## src/rtl/single_min_reduce.sv

```systemverilog
// rtl/single_min_reduce.sv - streaming float32 packet minimum around a pipelined single_min.
// Optional out_index port and position tracking enabled by SINGLE_MIN_REDUCE_INDEX_EN.

// Float32 minimum. z is valid in the LATENCY-th cycle counting the cycle in which a/b change,
// i.e. LATENCY-1 register stages. A single NaN loses to a number; two NaNs or equal bits return a; -0 < +0.
module single_min #(
  parameter int LATENCY = 2
) (
  input  logic        clk,
  input  logic        rst_n,
  input  logic [31:0] a,
  input  logic [31:0] b,
  output logic [31:0] z
);
  localparam int STAGES = LATENCY - 1;

  logic        a_nan;
  logic        b_nan;
  logic [31:0] a_key;
  logic [31:0] b_key;
  logic        pick_b;
  logic [31:0] min_c;
  logic [31:0] pipe [STAGES];

  assign a_nan = (a[30:23] == 8'hff) && (a[22:0] != 23'd0);
  assign b_nan = (b[30:23] == 8'hff) && (b[22:0] != 23'd0);

  // Map sign-magnitude onto an unsigned order so one comparator covers every sign case.
  assign a_key = a[31] ? ~a : {1'b1, a[30:0]};
  assign b_key = b[31] ? ~b : {1'b1, b[30:0]};

  assign pick_b = (a_nan && !b_nan) || (!a_nan && !b_nan && (b_key < a_key));
  assign min_c  = pick_b ? b : a;

  always_ff @(posedge clk or negedge rst_n) begin
    if (!rst_n) begin
      for (int i = 0; i < STAGES; i++) pipe[i] <= 32'd0;
    end else begin
      pipe[0] <= min_c;
      for (int i = 1; i < STAGES; i++) pipe[i] <= pipe[i-1];
    end
  end

  assign z = pipe[STAGES-1];
endmodule

module single_min_reduce #(
  parameter int MIN_LATENCY = 2,
  parameter int COUNT_WIDTH = 16
) (
  input  logic                   clk,
  input  logic                   rst_n,
  input  logic [31:0]            in_data,
  input  logic                   in_valid,
  input  logic                   in_last,
  output logic                   in_ready,
  output logic [31:0]            out_data,
  output logic [COUNT_WIDTH-1:0] out_count,
`ifdef SINGLE_MIN_REDUCE_INDEX_EN
  output logic [COUNT_WIDTH-1:0] out_index,
`endif
  output logic                   out_valid,
  input  logic                   out_ready
);
  localparam int BUSY_W = $clog2(MIN_LATENCY + 1);

  typedef enum logic [1:0] {
    FIRST = 2'd0,
    NEXT  = 2'd1,
    BUSY  = 2'd2,
    DONE  = 2'd3
  } state_t;

  state_t                 state;
  state_t                 state_next;
  logic [31:0]            acc;
  logic [31:0]            op_b;
  logic                   last_q;
  logic [COUNT_WIDTH-1:0] cnt;
  logic [BUSY_W-1:0]      busy_cnt;
  logic [31:0]            z;
  logic                   accept;
  logic                   busy_end;
`ifdef SINGLE_MIN_REDUCE_INDEX_EN
  logic [COUNT_WIDTH-1:0] idx;
`endif

  single_min #(
    .LATENCY(MIN_LATENCY)
  ) u_min (
    .clk  (clk),
    .rst_n(rst_n),
    .a    (acc),
    .b    (op_b),
    .z    (z)
  );

  assign accept   = in_valid && in_ready;
  assign busy_end = (state == BUSY) && (busy_cnt == BUSY_W'(1));

  always_ff @(posedge clk or negedge rst_n) begin
    if (!rst_n) state <= FIRST;
    else        state <= state_next;
  end

  always_comb begin
    state_next = state;
    in_ready   = 1'b0;
    out_valid  = 1'b0;
    case (state)
      FIRST: begin
        in_ready = 1'b1;
        if (in_valid) state_next = in_last ? DONE : NEXT;
      end
      NEXT: begin
        in_ready = 1'b1;
        if (in_valid) state_next = BUSY;
      end
      BUSY: begin
        if (busy_cnt == BUSY_W'(1)) state_next = last_q ? DONE : NEXT;
      end
      DONE: begin
        out_valid = 1'b1;
        if (out_ready) state_next = FIRST;
      end
      default: state_next = FIRST;
    endcase
  end

  always_ff @(posedge clk or negedge rst_n) begin
    if (!rst_n) begin
      acc      <= 32'd0;
      op_b     <= 32'd0;
      last_q   <= 1'b0;
      cnt      <= '0;
      busy_cnt <= '0;
    end else begin
      if (accept && state == FIRST) begin
        acc <= in_data;
        cnt <= COUNT_WIDTH'(1);
      end
      if (accept && state == NEXT) begin
        op_b     <= in_data;
        last_q   <= in_last;
        cnt      <= cnt + COUNT_WIDTH'(1);
        busy_cnt <= BUSY_W'(MIN_LATENCY);
      end
      if (state == BUSY) begin
        busy_cnt <= busy_cnt - BUSY_W'(1);
        if (busy_end) acc <= z;
      end
    end
  end

`ifdef SINGLE_MIN_REDUCE_INDEX_EN
  // The new element won only if z took op_b's bits and not acc's; equal bits keep the earlier position.
  always_ff @(posedge clk or negedge rst_n) begin
    if (!rst_n) begin
      idx <= '0;
    end else if (accept && state == FIRST) begin
      idx <= '0;
    end else if (busy_end && (z == op_b) && (z != acc)) begin
      idx <= cnt - COUNT_WIDTH'(1);
    end
  end

  assign out_index = idx;
`endif

  assign out_data  = acc;
  assign out_count = cnt;
endmodule

```

## config.mk

```make
export PLATFORM = sky130hd
export DESIGN_NAME = single_min_reduce
export DESIGN_NICKNAME = d
export VERILOG_FILES = /design/src/rtl/single_min_reduce.sv
export SDC_FILE = /design/constraint.sdc
export NUM_CORES = 1
export LEC_CHECK = 0
export CAP_MARGIN = 10
export CELL_PAD_IN_SITES_DETAIL_PLACEMENT = 1
export CELL_PAD_IN_SITES_GLOBAL_PLACEMENT = 2
export CORE_ASPECT_RATIO = 0.7
export CORE_UTILIZATION = 35
export CTS_BUF_LIST = sky130_fd_sc_hd__clkbuf_16
export DETAILED_ROUTE_END_ITERATION = 10
export PLACE_DENSITY_LB_ADDON = 0.1
export SYNTH_ARGS = -nofsm -noshare
export SYNTH_HDL_FRONTEND = slang
export SYNTH_SLANG_ARGS = --single-unit
```

## constraint.sdc

```tcl
create_clock -name clk -period 3.5 [get_ports clk]
set_clock_uncertainty 0.05 [all_clocks]
set_input_delay 0.7 -clock clk [delete_from_list [all_inputs] [get_ports clk]]
set_output_delay 0.7 -clock clk [all_outputs]
set_load 0.01 [all_outputs]
```

==> metrics, run 1 <==
status finished, final reports clean; final core occ 0.445; # Max-Cap Violations 0; global routing's busiest layer met2; Max stage delay on crit path 0.84 ns; post-DP HPWL 14,200 um; final setup vio count 0; cts bufs inserted 17; Syn. warnings 0; met3 Use GR 0.0415; Rows 43; hold slack 0.291 ns; Yosys cell types 45; number of global-route vias before repair 6,385; FF-to-FF path depth 10; M1 GR Usage 0.295; synthesized instance count 724; cts hold-fix bufs 0; RD Place Congestion 0.780; Routed WL 21,700 um; Max Root-Sink Buffers 2; DRT Pass-1 Iters 8; Residual DRC 0; aggregate global routing overflow 0; clock slew at reported path FFs 0.06 ns; antenna viol nets, final 0; CTS tree done; first-pass GRT wire length 35,200 um; total track usage 0.215; Initial Util 0.360; core area 19,900 sq um; share of cells above drive strength 1 0.102; Post-Syn Nets 794; cell area after synthesis 7170 sq um; period utilization 0.922; Top Ports 87; Port Buf Inserts 86; Min-Delay Path Class in -> async; Setup Crit Path Kind reg -> reg; ant diodes 0; power consumption 9.99 mW; Register Area 2930 sq um; Iteration-0 DRC Markers 449; setup bufs post-CTS 0; vias 6,087; Pwr per Cell Area 1130 nW/um^2; Non-Filler Instances 1,076; met2 usage 0.344; placed cell count 1,047; fmax 0.310 GHz; setup TNS 0 ns; post-synthesis register bit count 117; Vias/cell 5.66; Die Ht 122 um; FILL cells 2,213; post-CTS sizing 0; Slowest-stage cell, CP dfrtp_2; area delta synth->final 23.6%; CTS sink count 117; drt wl/cell 20.1 um; final hold violations 0; Setup crit end kind register; chip width 173 um; leakage power 3.56 nW; H-tree levels 4; Worst EP required 3.80 ns; initial antenna violation count 0; Worst Path Max Fanout 64; startpoint types register; Peak VDD IR 0.557 mV; crit-path cells buf_4 > xnor2_1 > ha_1 > a21oi_1 > o21ai_0 > a21oi_1 > nand3_2 > buf_4 > or4b_1 > nand3_1; sequential area share after synthesis 0.409; largest net degree at the start of global routing 65; area of the multi-input gates 4010 sq um; worst path arrival time 3.52 ns; CTS Root Buffer Type clkbuf_16; Net count, final 866; die footprint 21,100 sq um; worst-margin pin slew 0.806 ns; worst skew pair latency 0.42 ns; Max Transition Viols Final 0; Slew Limit Headroom 0.463; RSZ-0062 raised after global routing false; fin crit period 3.23 ns; syn_area_per_cell 9.90 sq um
==> synthesized netlist by cell type, drive strengths merged <==
library cell | instances | area share
o31ai | 2 | 0.0021
and2 | 31 | 0.027
xor2 | 33 | 0.040
and4 | 1 | 0.0012
nor3 | 10 | 0.0070
nand3 | 44 | 0.031
o21ai | 47 | 0.033
a222oi | 31 | 0.043
nor2b | 1 | 0.00087
a22oi | 1 | 0.0010
o211ai | 3 | 0.0031
or4 | 2 | 0.0021
nand2b | 1 | 0.00087
or4b | 31 | 0.043
a22o | 2 | 0.0024
a21boi | 1 | 0.0010
mux2i | 35 | 0.049
dfrtp | 117 | 0.41
xnor2 | 31 | 0.038
a21o | 4 | 0.0042
nor4 | 12 | 0.013
nand4 | 13 | 0.011
a31oi | 2 | 0.0017
a221o | 1 | 0.0014
a221oi | 1 | 0.0012
o22ai | 2 | 0.0017
buf | 24 | 0.018
nand4b | 1 | 0.0012
a21oi | 23 | 0.018
nand2 | 96 | 0.050
inv | 5 | 0.0026
nor2 | 20 | 0.011
and3 | 2 | 0.0017
o2bb2ai | 1 | 0.0038
clkbuf | 26 | 0.014
ha | 33 | 0.058
o21a | 1 | 0.0010
mux2 | 33 | 0.052
==> stage by stage <==
| step | instance area (sq um) | setup WS, ns |
|---|---|---|
| after global routing | 8860 | 0.114 |
| after global placement | 8330 | 0.442 |
| after CTS | 8860 | 0.291 |
| final | 8860 | 0.273 |
| after detailed placement | 8330 | 0.317 |
| after floorplan | 7170 | 0.439 |
==> final timing paths <==
path,from,endpoint,slack (ns)
worst min register to register,u_min.z[0],out_data[0],0.40
max in group asynchronous,rst_n,out_data[14],2.35
worst max register to register,out_data[31],u_min.z[3],0.27
worst max-delay path,out_data[31],u_min.z[3],0.27
min in group clk,u_min.z[0],out_data[0],0.40
worst min-delay path,rst_n,out_count[5],0.29
==> report_power, final <==
group	total (mW)	switching [mW]	internal, mW
Clock	1.62	0.609	1.01
Sequential	2.99	0.961	2.03
Combinational	5.39	2.76	2.62
==> kinds of logic after synthesis <==
family                   Yosys count  share of synthesized area
adder cells (fa/ha/maj)           33                     0.0576
XOR/XNOR                          64                     0.0782
AO/OA/AOI/OAI                    122                      0.119
buffers and inverters             55                     0.0342
multiplexers                      68                      0.101
AND/OR/NAND/NOR                  265                      0.202
flip-flops                       117                      0.409
==> sequential cells by signal, indices dropped and copies added, names as in the netlist <==
signal	cells
out_data	32
state	2
out_count	16
busy_cnt	2
last_q	1
u_min.z	32
op_b	32
==> layout by cell type, fill, tap and decap left out, drive strengths merged, types with 2 or more instances in the layout <==
cell / synthesis / routed
a21o: 4 / 4
a21oi: 23 / 23
a222oi: 31 / 31
a22o: 2 / 2
a31oi: 2 / 2
and2: 31 / 31
and3: 2 / 2
buf: 24 / 18
bufinv: 0 / 2
clkbuf: 26 / 17
clkdlybuf4s50: 0 / 85
clkinv: 0 / 7
dfrtp: 117 / 117
ha: 33 / 33
inv: 5 / 8
mux2: 33 / 33
mux2i: 35 / 35
nand2: 96 / 96
nand3: 44 / 44
nand4: 13 / 13
nor2: 20 / 20
nor3: 10 / 10
nor4: 12 / 12
o211ai: 3 / 3
o21ai: 47 / 47
o22ai: 2 / 2
o31ai: 2 / 2
or4: 2 / 2
or4b: 31 / 31
xnor2: 31 / 31
xor2: 33 / 33
==> cell type report <==
type	instances	area share
clock buffer	17	0.0480
clock inverter	12	0.0113
inverter	5	0.00212
multi-input combinational	552	0.453
sequential	117	0.331
tap	270	0.0381
timing repair buffer	103	0.117
==> per-layer routing <==
metal  vias up  part of all wire
met5         -                 0
met4         0             0.014
met3        22             0.043
met2       144              0.46
met1      3098              0.49
li1       2823                 -
==> worst max-delay path, delay by kind of cell, from the launching register on <==
| kind | cells | cell delay [ns] |
|---|---|---|
| compound gates | 3 | 0.42 |
| fa+ha+maj | 1 | 0.28 |
| flops | 1 | 0.84 |
| xor+xnor | 1 | 0.14 |
| buf+inv | 2 | 0.66 |
| simple gates | 3 | 0.73 |
Note: power is estimated with default switching activity, not from simulation.
==> inputs of run 2 (changes only) <==
Settings changed: CORE_ASPECT_RATIO 0.7 to 1.4, CORE_UTILIZATION 35 to 28.
==> run 2 against run 1 <==
Effect of this change: global-route usage fell by 3.7 points; flip-flop and latch count did not move; setup slack got worse by 0.013 ns; die area rose by 25%; largest power group unchanged; routed wire length fell by 0.52%.
==> metrics, run 2 (synthesized netlist as in run 1, its figures left out) <==
status finished, final reports clean; share of cells above drive strength 1 0.112 (+0.0105); Net count, final 868 (+0.23%); Slew Limit Headroom 0.519 (+0.0564); total track usage 0.178 (-0.0372); FILL cells 2,788 (+26%); CTS sink count 117 (unchanged); Pwr per Cell Area 1140 nW/um^2 (+1.2%); leakage power 3.62 nW (+1.6%); Iteration-0 DRC Markers 330 (-27%); DP Area 8390 sq um (+0.74%); period utilization 0.926 (+0.00373); Top Family by Delay on Critical Path simple AND/OR/NAND/NOR gates; cts bufs inserted 17 (unchanged); number of global-route vias before repair 6,594 (+3.3%); antenna viol nets, final 0 (unchanged); worst path arrival time 3.54 ns (+0.02 ns); initial antenna violation count 0 (unchanged); CTS tree done; aggregate global routing overflow 0 (unchanged); post-DP HPWL 15,200 um (+7.0%); largest net degree at the start of global routing 65 (unchanged); power consumption 10.3 mW (+3.3%); Top Ports 87 (unchanged); final hold violations 0 (unchanged); Worst EP required 3.80 ns (about the same); die footprint 26,200 sq um (+25%); most common cell after layout, fill and taps aside dfrtp_1; Min-Delay Path Class in -> async; core area 24,900 sq um (+25%); Max stage delay on crit path 0.82 ns (-0.02 ns); Buf+Inv Stages, Crit Path 2 (unchanged); Initial Util 0.287 (-0.0725); post-CTS sizing 0 (unchanged); Slowest-stage cell, CP dfrtp_2; Worst Path Max Fanout 64 (unchanged); Vias/cell 5.30 (-6.2%); vias 5,973 (-1.9%); Die Ht 191 um (+57%); Routed WL 21,500 um (-0.52%); final setup vio count 0 (unchanged); Setup Crit Path Kind reg -> reg; drt wl/cell 19.1 um (-4.9%); chip width 137 um (-21%); setup TNS 0 ns (unchanged); fin crit period 3.24 ns (+0.0131 ns); startpoint types register; area delta synth->final 26.1%; Port Buf Inserts 86 (unchanged); Rows 68 (+58%); Max Root-Sink Buffers 2 (unchanged); Max Transition Viols Final 0 (unchanged); fmax 0.309 GHz (-0.40%); first-pass GRT wire length 35,800 um (+1.7%); # Max-Cap Violations 0 (unchanged); clock slew at reported path FFs 0.06 ns (about the same); worst skew pair latency 0.42 ns (about the same); RSZ-0062 raised after global routing false; DRT Pass-1 Iters 6 (-2); Setup crit end kind register; H-tree levels 4 (unchanged); Residual DRC 0 (unchanged); cts hold-fix bufs 0 (unchanged); setup bufs post-CTS 0 (unchanged); RD Place Congestion 0.798 (+2.4%); crit-path cells buf_4 > xor2_1 > ha_1 > a21oi_1 > nand4b_1 > a21oi_4 > o2bb2ai_4 > buf_12 > or4b_1 > nand3_1; commonest non-fill, non-tap cells in the layout 115 x dfrtp_1, 96 x nand2_1, 85 x clkdlybuf4s50_1; CTS Root Buffer Type clkbuf_16; fin area 9040 sq um (+2.0%); ant diodes 0 (unchanged); worst-margin pin slew 0.721 ns (-0.0845 ns); Peak VDD IR 0.409 mV (-27%)
## run 2: cell count changes in the layout (fill, tap and decap cells not counted), sizes merged
cell / before / now
buf: 18 / 20
inv: 8 / 7
bufinv: 2 / 6
## run 2: worst paths after layout
| kind | from | to | slack [ns] | cells past startpoint |
|---|---|---|---|---|
| worst max register to register | op_b[31] | u_min.z[13] | 0.26 | 10 |
| max in group asynchronous | rst_n | u_min.z[4] | 2.41 | 2 |
| worst max-delay path | op_b[31] | u_min.z[13] | 0.26 | 10 |
| worst min register to register | u_min.z[31] | out_data[31] | 0.40 | 2 |
| worst min-delay path | rst_n | u_min.z[24] | 0.21 | 1 |
| min in group clk | u_min.z[31] | out_data[31] | 0.40 | 2 |
## run 2: final cells by class
class | count | area (sq um) | share of cell area
Clock inverter | 15 | 218 | 0.0241
Tap cell | 315 | 394 | 0.0436
Multi-Input combinational cell | 552 | 4010 | 0.444
Timing Repair Buffer | 105 | 1040 | 0.115
Clock buffer | 17 | 425 | 0.0471
Sequential cell | 117 | 2930 | 0.324
Inverter | 5 | 18.8 | 0.00208
## run 2: metal layers
metal  track usage  wire, um  part of all wire  vias to the layer above
met5             0         0                 0                        -
met4        0.0507       265             0.012                        0
met3        0.0363       660             0.031                       17
met2         0.324     11800              0.55                       96
met1         0.205      8860              0.41                     3039
li1              -         -                 -                     2821
## run 2: worst reg2reg max path: cells and delay by family, from the launching register on
family / cells / cell delay, ns
buf+inv: 2 / 0.53
simple gates: 3 / 0.85
compound gates: 3 / 0.50
xor+xnor: 1 / 0.18
flops: 1 / 0.82
fa+ha+maj: 1 / 0.27
## run 2: per-stage QoR
stage | std cells | setup WS [ns] | util | hold slack [ns]
2_1_floorplan | 724 | 0.439 | - | 0.354
3_3_place_gp | 1094 | 0.424 | 0.337 | 0.386
3_5_place_dp | 1094 | 0.226 | 0.337 | 0.392
4_1_cts | 1126 | 0.221 | 0.362 | 0.220
5_1_grt | 1126 | 0.0592 | 0.362 | 0.237
6_report | 1126 | 0.260 | 0.362 | 0.214
## run 2: power breakdown
group          total [mW]  internal [mW]  switching [mW]
Combinational        5.35           2.67            2.68
Sequential           3.03           2.03            1.00
Clock                1.94           1.31           0.622
Total                10.3           6.01            4.31
